`config.mk`:
```
export PLATFORM = sky130hd
export DESIGN_NAME = gating_seq_ctrl
export DESIGN_NICKNAME = d
export VERILOG_FILES = /design/src/rtl/gating_pkg.sv /design/src/rtl/gating_seq_cnt.sv /design/src/rtl/gating_seq_ctrl.sv
export SDC_FILE = /design/constraint.sdc
export NUM_CORES = 1
export LEC_CHECK = 0
export BUFFER_PORTS_ARGS = -buffer_cell sky130_fd_sc_hd__buf_2
export CORE_AREA = 2 2 217 219
export CTS_BUF_LIST = sky130_fd_sc_hd__clkbuf_4 sky130_fd_sc_hd__clkbuf_8 sky130_fd_sc_hd__clkbuf_16
export DETAILED_ROUTE_END_ITERATION = 10
export DIE_AREA = 0 0 219 221
export SYNTH_ARGS = -nofsm -noshare
export SYNTH_HDL_FRONTEND = slang
export SYNTH_SLANG_ARGS = --single-unit
```
`constraint.sdc`:
```
create_clock -name clk -period 2.9 [get_ports clk]
set_input_delay 0 -clock clk [delete_from_list [all_inputs] [get_ports clk]]
set_output_delay 0 -clock clk [all_outputs]
set_load 0.05 [all_outputs]
```
`src/rtl/gating_pkg.sv`:
```
// Shared definitions for the gating sequencer and gating datapath.
// Mode encodings, sequencer state enum and default lane count.
package gating_pkg;

  localparam int LANES_DEF = 16;

  typedef enum logic [1:0] {
    MODE_ROUTER = 2'd0,
    MODE_NORM   = 2'd1,
    MODE_ACT    = 2'd2,
    MODE_AGG    = 2'd3
  } gate_mode_e;

  typedef enum logic [2:0] {
    S_IDLE,
    S_LOAD,
    S_XFER,
    S_ISSUE,
    S_FLUSH,
    S_WAIT_TOPK,
    S_DONE
  } seq_state_e;

  function automatic logic [11:0] sat_inc12(input logic [11:0] v);
    return (v == 12'hFFF) ? v : v + 12'd1;
  endfunction

endpackage

```
`src/rtl/gating_seq_cnt.sv`:
```
// Lane, vector and element counters for the gating sequencer.
// elem_cnt saturates at 4095.
module gating_seq_cnt
  import gating_pkg::*;
#(
  parameter int LANES = LANES_DEF
) (
  input  logic        clk,
  input  logic        rst_n,
  input  logic        clr,
  input  logic        issue,
  input  logic        vec_inc,
  output logic        lane_last,
  output logic [7:0]  vec_cnt,
  output logic [11:0] elem_cnt
);

  localparam int LW = (LANES > 1) ? $clog2(LANES) : 1;

  logic [LW-1:0] lane_cnt;

  assign lane_last = (lane_cnt == LW'(LANES - 1));

  always_ff @(posedge clk or negedge rst_n) begin
    if (!rst_n) begin
      lane_cnt <= '0;
      vec_cnt  <= '0;
      elem_cnt <= '0;
    end else if (clr) begin
      lane_cnt <= '0;
      vec_cnt  <= '0;
      elem_cnt <= '0;
    end else begin
      if (issue) begin
        lane_cnt <= lane_last ? '0 : lane_cnt + 1'b1;
        elem_cnt <= sat_inc12(elem_cnt);
      end
      if (vec_inc)
        vec_cnt <= vec_cnt + 8'd1;
    end
  end

endmodule

```
`src/rtl/gating_seq_ctrl.sv`:
```
// Gating sequencer: loads vectors, issues LANES elements each, flushes top-k.
// Optional WAIT_TOPK timeout enabled by GATING_SEQ_TIMEOUT_EN.
module gating_seq_ctrl
  import gating_pkg::*;
#(
  parameter int LANES   = LANES_DEF,
  parameter int TMO_CYC = 255
) (
  input  logic         clk,
  input  logic         rst_n,
  input  logic         cmd_valid,
  output logic         cmd_ready,
  input  logic [1:0]   cmd_mode,
  input  logic [2:0]   cmd_k,
  input  logic [7:0]   cmd_nvec,
  input  logic         vec_valid,
  output logic         vec_ready,
  input  logic [255:0] vec_data,
  output logic         g_in_valid,
  output logic [255:0] g_in_vec,
  output logic         g_cfg_valid,
  output logic [1:0]   g_cfg_mode,
  output logic [2:0]   g_cfg_k,
  output logic         g_cfg_topk_done,
  input  logic         g_topk_done,
  output logic         busy,
  output logic         done,
  output logic         err,
  output logic [11:0]  elem_cnt
);

  seq_state_e state;
  logic [7:0] nvec_q;
  logic [7:0] vec_cnt;
  logic       lane_last;
  logic       issue;
  logic       last_vec;

  assign cmd_ready = (state == S_IDLE);
  assign vec_ready = (state == S_LOAD);
  assign issue     = (state == S_ISSUE);
  assign last_vec  = (vec_cnt == nvec_q);

  gating_seq_cnt #(.LANES(LANES)) u_cnt (
    .clk       (clk),
    .rst_n     (rst_n),
    .clr       (cmd_ready && cmd_valid),
    .issue     (issue),
    .vec_inc   (issue && lane_last && !last_vec),
    .lane_last (lane_last),
    .vec_cnt   (vec_cnt),
    .elem_cnt  (elem_cnt)
  );

`ifdef GATING_SEQ_TIMEOUT_EN
  logic [8:0] tmo_cnt;
  logic       tmo_hit;

  assign tmo_hit = (tmo_cnt == 9'(TMO_CYC - 1));

  always_ff @(posedge clk or negedge rst_n) begin
    if (!rst_n) begin
      tmo_cnt <= '0;
      err     <= 1'b0;
    end else begin
      err <= 1'b0;
      if (state != S_WAIT_TOPK)
        tmo_cnt <= '0;
      else if (!g_topk_done) begin
        if (tmo_hit)
          err <= 1'b1;
        else
          tmo_cnt <= tmo_cnt + 9'd1;
      end
    end
  end
`else
  logic unused_tmo;
  assign unused_tmo = ^9'(TMO_CYC);
  assign err = 1'b0;
`endif

  // Outputs are registered alongside the state they belong to.
  always_ff @(posedge clk or negedge rst_n) begin
    if (!rst_n) begin
      state           <= S_IDLE;
      nvec_q          <= '0;
      g_cfg_mode      <= '0;
      g_cfg_k         <= '0;
      g_in_vec        <= '0;
      g_in_valid      <= 1'b0;
      g_cfg_valid     <= 1'b0;
      g_cfg_topk_done <= 1'b0;
      busy            <= 1'b0;
      done            <= 1'b0;
    end else begin
      g_in_valid      <= 1'b0;
      g_cfg_topk_done <= 1'b0;
      done            <= 1'b0;
      unique case (state)
        S_IDLE: if (cmd_valid) begin
          g_cfg_mode <= cmd_mode;
          g_cfg_k    <= cmd_k;
          nvec_q     <= cmd_nvec;
          busy       <= 1'b1;
          state      <= S_LOAD;
        end
        S_LOAD: if (vec_valid) begin
          g_in_vec   <= vec_data;
          g_in_valid <= 1'b1;
          state      <= S_XFER;
        end
        S_XFER: begin
          g_cfg_valid <= 1'b1;
          state       <= S_ISSUE;
        end
        S_ISSUE: if (lane_last) begin
          g_cfg_valid <= 1'b0;
          if (!last_vec)
            state <= S_LOAD;
          else if (g_cfg_mode == MODE_ROUTER) begin
            g_cfg_topk_done <= 1'b1;
            state           <= S_FLUSH;
          end else begin
            done  <= 1'b1;
            state <= S_DONE;
          end
        end
        S_FLUSH: state <= S_WAIT_TOPK;
        S_WAIT_TOPK: begin
          if (g_topk_done) begin
            done  <= 1'b1;
            state <= S_DONE;
          end
`ifdef GATING_SEQ_TIMEOUT_EN
          else if (tmo_hit) begin
            done  <= 1'b1;
            state <= S_DONE;
          end
`endif
        end
        S_DONE: begin
          busy  <= 1'b0;
          state <= S_IDLE;
        end
        default: state <= S_IDLE;
      endcase
    end
  end

endmodule

```
==> results.py, run 1 <==
metrics = {
    "place": {
        "gp_congestion": 0.838,
        "hpwl_mm": 26.0,
        "portBuffers": 553,
        "placed_cell_area_um2": 15400,
    },
    "timing": {
        "slew_violations": 0,
        "hold-worst-slack_ns": 0.131,
        "setup_viol": 0,
        "setup-tns-final_ns": 0,
        "grt_setup_unrepaired": "false",
        "relSlewSlack": 0.422,
        "finClkSkew_ns": 0.00960,
        "finalHoldViolCount": 0,
        "worstMarginPinSlew_ns": 0.867,
        "fin_crit_sh": 0.749,
        "fmax_mhz": 460,
        "post-route-min-period_ns": 2.17,
    },
    "pwr": {
        "power.density_nw_per_um2": 1230,
        "p_leak_nw": 9.35,
        "ir_worst_vdd_mv": 0.846,
    },
    "floorplanning": {
        "die-area_um2": 48400,
        "initial_core_util": 0.258,
        "core_area_um2": 46100,
        "die_w_um": 219,
        "ios": 555,
        "num_rows": 79,
        "die_h_um": 221,
    },
    "routing": {
        "wl_met2_mm": 19.2,
        "dr.pass1.iters": 4,
        "drc": 0,
        "wirelength_mm": 37.8,
        "wire_per_inst_um": 16.6,
        "routedLengthMet1_mm": 14.5,
        "routed.top_layer": "met5",
        "ant_nets": 0,
        "routed-wl-met3_mm": 2.75,
        "via_count": 9771,
        "drt_iter0_drc": 379,
        "routed_via_density": 4.31,
    },
    "clocking": {
        "clock_latency_ns": 0.52,
        "cts_buffer_depth": 3,
        "cts_buffers": 35,
        "cts_tree": "built",
        "post_cts_buffers": 0,
        "cts_sinks": 301,
        "cts_resized": 0,
        "cts-root-buf": "clkbuf_16",
        "h-tree-depth": 2,
        "clk_pin_slew_ns": 0.06,
    },
    "global_routing": {
        "grt_pass1_wl_mm": 57.3,
        "antenna_found_initial": 8,
        "grt_overflow": 0,
        "grt_pass1_vias": 10500,
        "grt_max_degree": 106,
        "grt_usage": 0.150,
    },
    "logic_synthesis": {
        "synthesis.nets": 1068,
        "syn-cell-area_um2": 11900,
        "ys_types": 45,
        "post-synth-top-area-cell": "dfrtp_1",
        "synth_edf_count": 0,
        "yosysMostFrequentCell": "dfrtp_1",
        "yosys-top-cells-count": "dfrtp_1 (301), mux2_2 (256), nand2_1 (56), buf_4 (18)",
        "synth-seq-area-share": 0.634,
        "ys.flop_type": "dfrtp_1",
        "yosys_warnings": 0,
        "synth.area.top_cells": "dfrtp_1 (63%), mux2_2 (24%), nand2_1 (1.8%)",
        "async_flop_share": 1.00,
        "synth_cells": 791,
        "synth_top_cell_area_share": 0.634,
        "syn_area_per_cell_um2": 15.0,
        "ys_seq_elements": 301,
    },
    "worst_setup_path": {
        "critPathMaxStageDelay_ns": 0.57,
        "slowest_stage": "dfrtp_1",
        "arrival_ns": 2.57,
        "crit_required_ns": 3.30,
        "crit_buf_inv": 2,
        "crit_type": "reg -> reg",
        "cp_cell_sequence": "inv_1 > nor3_2 > and2_4 > mux2_2 > dlygate4sd3_1",
        "worst_path_dominant_cell_family": "buffers and inverters",
        "worstSetupEndpointType": "register",
        "crit_path_max_fanout": 11,
        "worst_setup_path_start_kind": "register",
        "rrSetupSlack_ns": 0.73,
    },
    "final_layout": {
        "finalInstanceArea_um2": 19300,
        "area_delta_synth_final_pct": 62.3,
        "fin_nets": 1911,
        "drive_gt1_frac": 0.541,
    },
    "min_path": {
        "hp-class": "in -> async",
    },
    "job": {
        "cap_violations": 0,
    },
    "run_status": {
        "outcome": "finished clean",
    },
}
## worst paths after layout
kind | startpoint | endpoint | cells past startpoint
max in group asynchronous | rst_n | g_in_vec[83] | 3
max reg2reg | state[0] | g_in_vec[211] | 5
min reg2reg | nvec_q[1] | nvec_q[1] | 2
max | state[0] | g_in_vec[211] | 5
min in group clk | cmd_nvec[2] | nvec_q[2] | 4
min | rst_n | g_in_vec[40] | 2
## registers in the layout (all words and copies together), names as in the netlist
name             flops
u_cnt.vec_cnt        8
g_cfg_k              3
g_cfg_valid          1
u_cnt.elem_cnt      12
g_cfg_mode           2
done                 1
state                3
g_cfg_topk_done      1
u_cnt.lane_cnt       4
nvec_q               8
g_in_vec           256
g_in_valid           1
busy                 1
## worst reg2reg max path, stage by stage (launching register included)
cell and delay, ns:
dfrtp_1 0.57, inv_1 0.15, nor3_2 0.20, and2_4 0.25, mux2_2 0.34, dlygate4sd3_1 0.55
## power by group
group / switching, mW / internal [mW]
Clock: 1.72 / 2.59
Sequential: 1.12 / 6.12
Combinational: 8.77 / 3.43
## through the flow
step	util	setup WS [ns]	instances	power, mW
after floorplan	-	0.649	791	16.1
after global placement	0.334	0.799	1930	19.0
after detailed placement	0.334	0.752	1930	19.2
after CTS	0.418	0.738	2262	23.9
after global routing	0.418	0.600	2269	24.8
final	0.418	0.727	2269	23.7
## layout by cell type, fill, tap and decap left out, drive strengths merged, types with 3 or more instances in the layout
cell type / Yosys / layout
nor3: 5 / 5
clkinv: 0 / 6
mux2: 256 / 256
a21oi: 8 / 8
o21ai: 11 / 11
nand3: 12 / 12
clkbuf: 3 / 52
o211ai: 3 / 3
dfrtp: 301 / 301
and4: 3 / 3
nand4: 10 / 10
or4: 3 / 3
nand2: 56 / 56
nor2: 12 / 12
a211oi: 5 / 5
xnor2: 8 / 8
nor4: 3 / 3
dlygate4sd3: 0 / 274
ha: 3 / 3
and2: 3 / 3
mux2i: 11 / 11
o31ai: 6 / 6
diode: 0 / 7
inv: 6 / 6
or2: 5 / 5
and3: 3 / 3
buf: 36 / 571
## cell families after synthesis
| kind of cell | count (synthesis) | share of synthesized area |
|---|---|---|
| multiplexers | 267 | 0.252 |
| AO/OA/AOI/OAI | 42 | 0.0238 |
| flip-flops | 301 | 0.634 |
| XOR/XNOR | 9 | 0.00664 |
| other | 1 | 0.000316 |
| AND/OR/NAND/NOR | 123 | 0.0524 |
| adder cells (fa/ha/maj) | 3 | 0.00316 |
| buffers and inverters | 45 | 0.0276 |
## timing repair
| item | in CTS | in global routing |
|---|---|---|
| hold buffers | 274 | 0 |
| endpoints found under the setup margin | 0 | 0 |
| hold endpoints to repair | 372 | 0 |
## metal layers
metal	up-vias	GRT usage
met4	2	0.0610
li1	4496	-
met2	360	0.266
met1	4810	0.164
met3	103	0.0462
met5	-	0
## area by class of cell
cell class | count | area (um2)
clock inverters | 6 | 33.8
well taps | 607 | 759
flip-flops and latches | 301 | 7530
fillers | 4257 | 26800
diodes | 7 | 17.5
clock buffers | 52 | 1090
inverters | 6 | 22.5
repair buffers | 845 | 5790
multi-input cells | 445 | 4030
Power figures use the tool's default switching activity.
==> run 2, diff against run 1 <==
--- a/config.mk
+++ b/config.mk
@@ -5,11 +5,12 @@
 export SDC_FILE = /design/constraint.sdc
 export NUM_CORES = 1
 export LEC_CHECK = 0
+export ABC_AREA = 1
 export BUFFER_PORTS_ARGS = -buffer_cell sky130_fd_sc_hd__buf_2
-export CORE_AREA = 2 2 217 219
+export CORE_AREA = 2 2 213 215
 export CTS_BUF_LIST = sky130_fd_sc_hd__clkbuf_4 sky130_fd_sc_hd__clkbuf_8 sky130_fd_sc_hd__clkbuf_16
 export DETAILED_ROUTE_END_ITERATION = 10
-export DIE_AREA = 0 0 219 221
+export DIE_AREA = 0 0 215 217
 export SYNTH_ARGS = -nofsm -noshare
 export SYNTH_HDL_FRONTEND = slang
 export SYNTH_SLANG_ARGS = --single-unit
==> constraint.sdc (replaced) <==
create_clock -name clk -period 2.1 [get_ports clk]
set_input_delay 0 -clock clk [delete_from_list [all_inputs] [get_ports clk]]
set_output_delay 0 -clock clk [all_outputs]
set_load 0.05 [all_outputs]
==> run 2 against run 1 <==
Net effect:
- core utilization rose by 2.3 points
- sequential power rose by 37%
- wire length rose by 11%
- fmax rose by 14%
- flip-flop and latch count did not move
- first-iteration DRC count rose by 140%
- largest cell class unchanged
- highest routed layer is now met4
==> results.py, run 2 <==
metrics = {
    "routing": {
        "wirelength_mm": 41.8,
        "drt_iter0_drc": 895,
        "ant_nets": 0,
        "routed_via_density": 4.32,
        "via_count": 12300,
        "wire_per_inst_um": 14.7,
        "dr.pass1.iters": 7,
        "drc": 0,
    },
    "run_status": {
        "outcome": "finished clean",
    },
    "worst_setup_path": {
        "critPathLaunch": "state[2]",
        "crit_path_max_fanout": 25,
        "critPathMaxStageDelay_ns": 0.54,
        "worstSetupEndpointType": "register",
        "arrival_ns": 2.37,
        "crit_type": "reg -> reg",
        "crit_required_ns": 2.57,
        "worst_setup_path_start_kind": "register",
        "worst_path_dominant_cell_family": "buffers and inverters",
        "cp_common_cell": "nand2_1",
        "cp_cell_sequence": "nor2_2 > nand2_2 > inv_2 > nand2_4 > inv_6 > nand2_1 > nand2_1 > dlygate4sd3_1",
        "slowest_stage": "dlygate4sd3_1",
        "r2r_start": "state[2]",
        "crit_buf_inv": 3,
    },
    "floorplanning": {
        "die-area_um2": 46700,
        "core_area_um2": 44700,
        "ios": 555,
        "num_rows": 78,
        "die_h_um": 217,
        "initial_core_util": 0.271,
        "die_w_um": 215,
    },
    "pwr": {
        "clkPwrFrac": 0.200,
        "seq_power_share": 0.289,
        "pwr-share-comb": 0.511,
        "p_leak_nw": 10.9,
        "ir_worst_vdd_mv": 1.23,
        "p_total_mw": 34.2,
        "power.switching_mw": 17.6,
        "sw_frac_of_total": 0.515,
        "p_int_mw": 16.6,
        "power.density_nw_per_um2": 1730,
    },
    "logic_synthesis": {
        "synthesis.nets": 1676,
        "async_flop_share": 1.00,
        "syn-cell-area_um2": 12100,
        "synth_edf_count": 0,
        "synth-seq-area-share": 0.623,
        "ys_seq_elements": 301,
        "yosysMostFrequentCell": "nand2_1",
        "synth_cells": 1399,
        "synth.area.top_cells": "dfrtp_1 (62%), nand2_1 (27%), buf_2 (2.3%)",
        "synth_top_cell_area_share": 0.623,
        "syn_area_per_cell_um2": 8.64,
        "yosys-top-cells-count": "nand2_1 (864), dfrtp_1 (301), buf_2 (56), inv_1 (33), nand3_1 (27)",
        "post-synth-top-area-cell": "dfrtp_1",
        "yosys_warnings": 0,
        "ys.flop_type": "dfrtp_1",
        "ys_types": 34,
    },
    "place": {
        "pre_cts_slack_ns": 0.322,
        "portBuffers": 553,
        "hpwl_mm": 27.0,
        "placed_cell_area_um2": 15600,
        "gp_congestion": 0.886,
    },
    "clocking": {
        "h-tree-depth": 2,
        "cts_buffer_depth": 3,
        "cts_tree": "built",
        "post_cts_buffers": 0,
        "clock_latency_ns": 0.53,
        "cts_buffers": 36,
        "cts_sinks": 301,
        "cts-root-buf": "clkbuf_16",
        "clk_pin_slew_ns": 0.06,
    },
    "timing": {
        "grt_setup_unrepaired": "false",
        "setup_viol": 0,
        "slew_violations": 0,
        "setup-tns-final_ns": 0,
        "relSlewSlack": 0.580,
        "post-route-min-period_ns": 1.91,
        "worstMarginPinSlew_ns": 0.625,
        "fmax_mhz": 525,
        "finalHoldViolCount": 0,
        "worst_slack_ns": 0.194,
        "fin_crit_sh": 0.908,
        "finClkSkew_ns": 0.0155,
    },
    "final_layout": {
        "largestRegisters": "g_in_vec (256), u_cnt.elem_cnt (12)",
        "layout_common_cells": "nand2_1 (864), buf_2 (552), dfrtp_1 (301)",
        "final_common_cell": "nand2_1",
        "regMostFlops": "g_in_vec",
        "finalInstanceArea_um2": 19700,
        "largest_reg_flops": 256,
        "fin_nets": 2504,
        "fin_util": 0.442,
        "drive_gt1_frac": 0.302,
        "area_delta_synth_final_pct": 63.3,
    },
    "global_routing": {
        "grt_pass1_vias": 12500,
        "grt_pass1_wl_mm": 65.9,
        "grt_max_degree": 82,
        "met2_usage": 0.303,
        "met1_usage": 0.204,
        "grt_overflow": 0,
        "grt_usage": 0.174,
        "grt-busiest-layer": "met2",
        "antenna_found_initial": 2,
        "met3_usage": 0.0479,
    },
    "job": {
        "cap_violations": 0,
    },
    "min_path": {
        "hp-class": "in -> async",
    },
}
## run 2: final cells by class
class | count | area (um2)
Clock buffer | 48 | 1060
Timing Repair Buffer | 854 | 5910
Inverter | 42 | 173
Sequential cell | 301 | 7530
Antenna cell | 3 | 7.51
Fill cell | 4109 | 25000
Clock inverter | 15 | 249
Tap cell | 600 | 751
Multi-Input combinational cell | 992 | 4060
## run 2: power by group through the flow
stage	clock network [mW]	registers [mW]	logic, mW
2_1_floorplan	0	18.4	3.98
3_3_place_gp	0	9.80	16.8
3_5_place_dp	0	9.87	17.0
4_1_cts	7.02	9.84	17.4
5_1_grt	7.25	10.2	18.6
6_report	6.83	9.89	17.5
## run 2: path summary, 6_finish.rpt
| kind | to | slack (ns) | depth (start not counted) |
|---|---|---|---|
| setup / recovery | g_cfg_k[2] | 0.19 | 8 |
| hold / removal | u_cnt.lane_cnt[0] | 0.06 | 3 |
| setup reg to reg | g_cfg_k[2] | 0.19 | 8 |
| hold reg to reg | g_in_vec[69] | 0.46 | 2 |
| max in group asynchronous | g_in_vec[141] | 1.55 | 4 |
| min in group clk | g_in_vec[4] | 0.19 | 4 |
## run 2: stage by stage
stage	std cells	hold WS (ns)
2_1_floorplan	1399	-0.296
3_3_place_gp	2513	-0.0672
3_5_place_dp	2513	-0.0642
4_1_cts	2852	0.0315
5_1_grt	2854	0.0525
6_report	2855	0.0593
## run 2: logic make-up after synthesis
logic type,share of synthesized area
AO/OA/AOI/OAI,0.0160
buffers and inverters,0.0411
XOR/XNOR,0.00797
other,0.000310
flip-flops,0.623
AND/OR/NAND/NOR,0.309
adder cells (fa/ha/maj),0.00310
## run 2: metal layers
layer,up-vias,share of wire
met4,0,0.034
met3,102,0.073
met2,507,0.50
met1,5818,0.39
li1,5905,-
met5,-,0
## run 2: worst min-delay path, cell delays in order
cell           delay [ns]
dlygate4sd3_1        0.56
buf_8                0.17
buf_12               0.22
## run 2: what timing repair did
item                       4_1_cts  5_1_grt
gates resized for setup          0        3
hold buffers                   276        0
setup endpoints to repair        0        2
hold endpoints to repair       533        0
==> run 3, diff against run 2 <==
--- a/config.mk
+++ b/config.mk
@@ -7,10 +7,14 @@
 export LEC_CHECK = 0
 export ABC_AREA = 1
 export BUFFER_PORTS_ARGS = -buffer_cell sky130_fd_sc_hd__buf_2
-export CORE_AREA = 2 2 213 215
+export CELL_PAD_IN_SITES_DETAIL_PLACEMENT = 0
+export CELL_PAD_IN_SITES_GLOBAL_PLACEMENT = 2
+export CORE_UTILIZATION = 26
 export CTS_BUF_LIST = sky130_fd_sc_hd__clkbuf_4 sky130_fd_sc_hd__clkbuf_8 sky130_fd_sc_hd__clkbuf_16
 export DETAILED_ROUTE_END_ITERATION = 10
-export DIE_AREA = 0 0 215 217
+export PLACE_DENSITY_LB_ADDON = 0.1
+export SKIP_CTS_REPAIR_TIMING = 1
 export SYNTH_ARGS = -nofsm -noshare
 export SYNTH_HDL_FRONTEND = slang
 export SYNTH_SLANG_ARGS = --single-unit
+export TNS_END_PERCENT = 50
==> run 3 against run 2 <==
Net effect:
- setup slack gained 0.028 ns
- the run now ends with hold timing left
- cell count about the same
- worst hold slack worse by 0.082 ns
- clock skew up 0.0041 ns
- highest routed layer unchanged
- core utilization down 0.94 points
- flip-flop and latch count is the same
- combinational power is essentially flat
- cell area fell by 0.22%
- first-iteration DRC count decreased by 30%
==> results.py, run 3 (synthesized netlist as in run 2, its figures left out) <==
metrics = {
    "clocking": {
        "cts_sinks": 301,
        "cts-root-buf": "clkbuf_16",
        "h-tree-depth": 2,
        "cts_buffer_depth": 3,
        "cts_tree": "built",
        "clk_pin_slew_ns": 0.06,
        "clock_latency_ns": 0.55,
        "cts_buffers": 39,
    },
    "min_path": {
        "hp-class": "in -> async",
    },
    "floorplanning": {
        "num_rows": 78,
        "die-area_um2": 47400,
        "die_h_um": 218,
        "initial_core_util": 0.265,
        "die_w_um": 218,
        "core_area_um2": 45600,
        "ios": 555,
    },
    "routing": {
        "wire_per_inst_um": 16.4,
        "drc": 0,
        "ant_nets": 0,
        "routed_via_density": 4.11,
        "via_count": 11700,
        "wirelength_mm": 46.8,
        "drt_iter0_drc": 628,
        "dr.pass1.iters": 5,
    },
    "pwr": {
        "power.density_nw_per_um2": 1740,
        "p_leak_nw": 10.9,
        "sw_frac_of_total": 0.519,
        "ir_worst_vdd_mv": 0.959,
        "seq_power_share": 0.285,
        "clkPwrFrac": 0.199,
        "p_int_mw": 16.5,
        "pwr-share-comb": 0.516,
        "power.switching_mw": 17.8,
    },
    "final_layout": {
        "fillCellCount": 4729,
        "multi_input_area_um2": 4060,
        "largest_reg_flops": 256,
        "area_delta_synth_final_pct": 62.9,
        "fin_nets": 2507,
        "layout_common_cells": "nand2_1 (864), buf_2 (552), dfrtp_1 (301)",
        "final_common_cell": "nand2_1",
        "seq_area_um2": 7530,
        "drive_gt1_frac": 0.304,
        "largestRegisters": "g_in_vec (256), u_cnt.elem_cnt (12)",
        "regMostFlops": "g_in_vec",
        "fin_util": 0.432,
    },
    "timing": {
        "fin_crit_sh": 0.894,
        "worst_slack_ns": 0.222,
        "setup-tns-final_ns": 0,
        "finalHoldViolCount": 15,
        "relSlewSlack": 0.578,
        "hold-worst-slack_ns": -0.0223,
        "fmax_mhz": 532,
        "finClkSkew_ns": 0.0195,
        "slew_violations": 0,
        "grt_setup_unrepaired": "false",
        "post-route-min-period_ns": 1.88,
        "setup_viol": 0,
        "worstMarginPinSlew_ns": 0.633,
    },
    "global_routing": {
        "grt_pass1_vias": 11100,
        "grt_usage": 0.190,
        "grt_max_degree": 97,
        "grt_overflow": 0,
        "grt_pass1_wl_mm": 67.9,
        "antenna_found_initial": 1,
    },
    "place": {
        "portBuffers": 553,
        "pre_cts_slack_ns": 0.263,
        "gp_congestion": 0.812,
        "hpwl_mm": 33.8,
    },
    "worst_setup_path": {
        "crit_required_ns": 2.57,
        "slowest_stage": "dlygate4sd3_1",
        "cp_cell_sequence": "nor2_2 > nand2_2 > or2_2 > nand2_1 > o21ai_0 > dlygate4sd3_1 > o21ai_0",
        "arrival_ns": 2.35,
        "crit_type": "reg -> reg",
        "critPathMaxStageDelay_ns": 0.57,
        "worstSetupEndpointType": "register",
        "cp_common_cell": "o21ai_0",
        "worst_setup_path_start_kind": "register",
        "rrSetupSlack_ns": 0.22,
        "crit_path_max_fanout": 6,
    },
    "run_status": {
        "failed_checks": "hold timing",
        "outcome": "finished, violations left",
    },
    "job": {
        "cap_violations": 0,
    },
}
-- run 3: per-layer routing --
layer | wire length [um] | track usage | share of wire | up-vias
li1 | - | - | - | 5899
met4 | 726 | 0.0561 | 0.015 | 0
met2 | 23100 | 0.323 | 0.49 | 365
met1 | 19400 | 0.222 | 0.41 | 5431
met3 | 3690 | 0.0720 | 0.079 | 44
met5 | 0 | 0 | 0 | -
-- run 3: power groups by stage --
stage               Clock (mW)  Sequential [mW]  Combinational (mW)
finish                    6.82             9.79                17.7
global placement             0             9.80                17.5
CTS                       7.08             9.81                17.5
detailed placement           0             9.86                17.5
global route              7.30             10.1                18.9
floorplan                    0             18.4                3.98
-- run 3: critical path: cells and delay by family, from the launching register on --
| family | cells | cell delay (ns) |
|---|---|---|
| and+or+nand+nor | 4 | 0.63 |
| buffers and inverters | 1 | 0.57 |
| DFF | 1 | 0.46 |
| AOI/OAI and AO/OA | 2 | 0.15 |
-- run 3: area by class of cell --
type                       instances  share of cell area
antenna                            1            0.000127
clock buffer                      60              0.0619
clock inverter                     7             0.00464
inverter                          42             0.00851
multi-input combinational        992               0.206
sequential                       301               0.382
tap                              600              0.0381
timing repair buffer             854               0.298
-- run 3: per-stage QoR --
stage	instance area, um2	power [mW]	std cells	hold slack, ns
6_report	19700	34.3	2857	-0.0223
5_1_grt	19700	36.4	2857	0.0127
4_1_cts	17000	34.4	2582	-0.619
3_5_place_dp	15600	27.4	2515	-0.0249
3_3_place_gp	15600	27.3	2515	-0.0197
2_1_floorplan	12100	22.3	1399	-0.296
-- run 3: final timing paths --
| path | from | endpoint | cells after the start |
|---|---|---|---|
| max | state[2] | state[0] | 7 |
| min | rst_n | g_in_vec[139] | 2 |
| max reg2reg | state[2] | state[0] | 7 |
| min reg2reg | g_in_vec[0] | g_in_vec[0] | 2 |
| max in group asynchronous | rst_n | g_in_vec[39] | 3 |
| min in group clk | vec_data[248] | g_in_vec[248] | 4 |
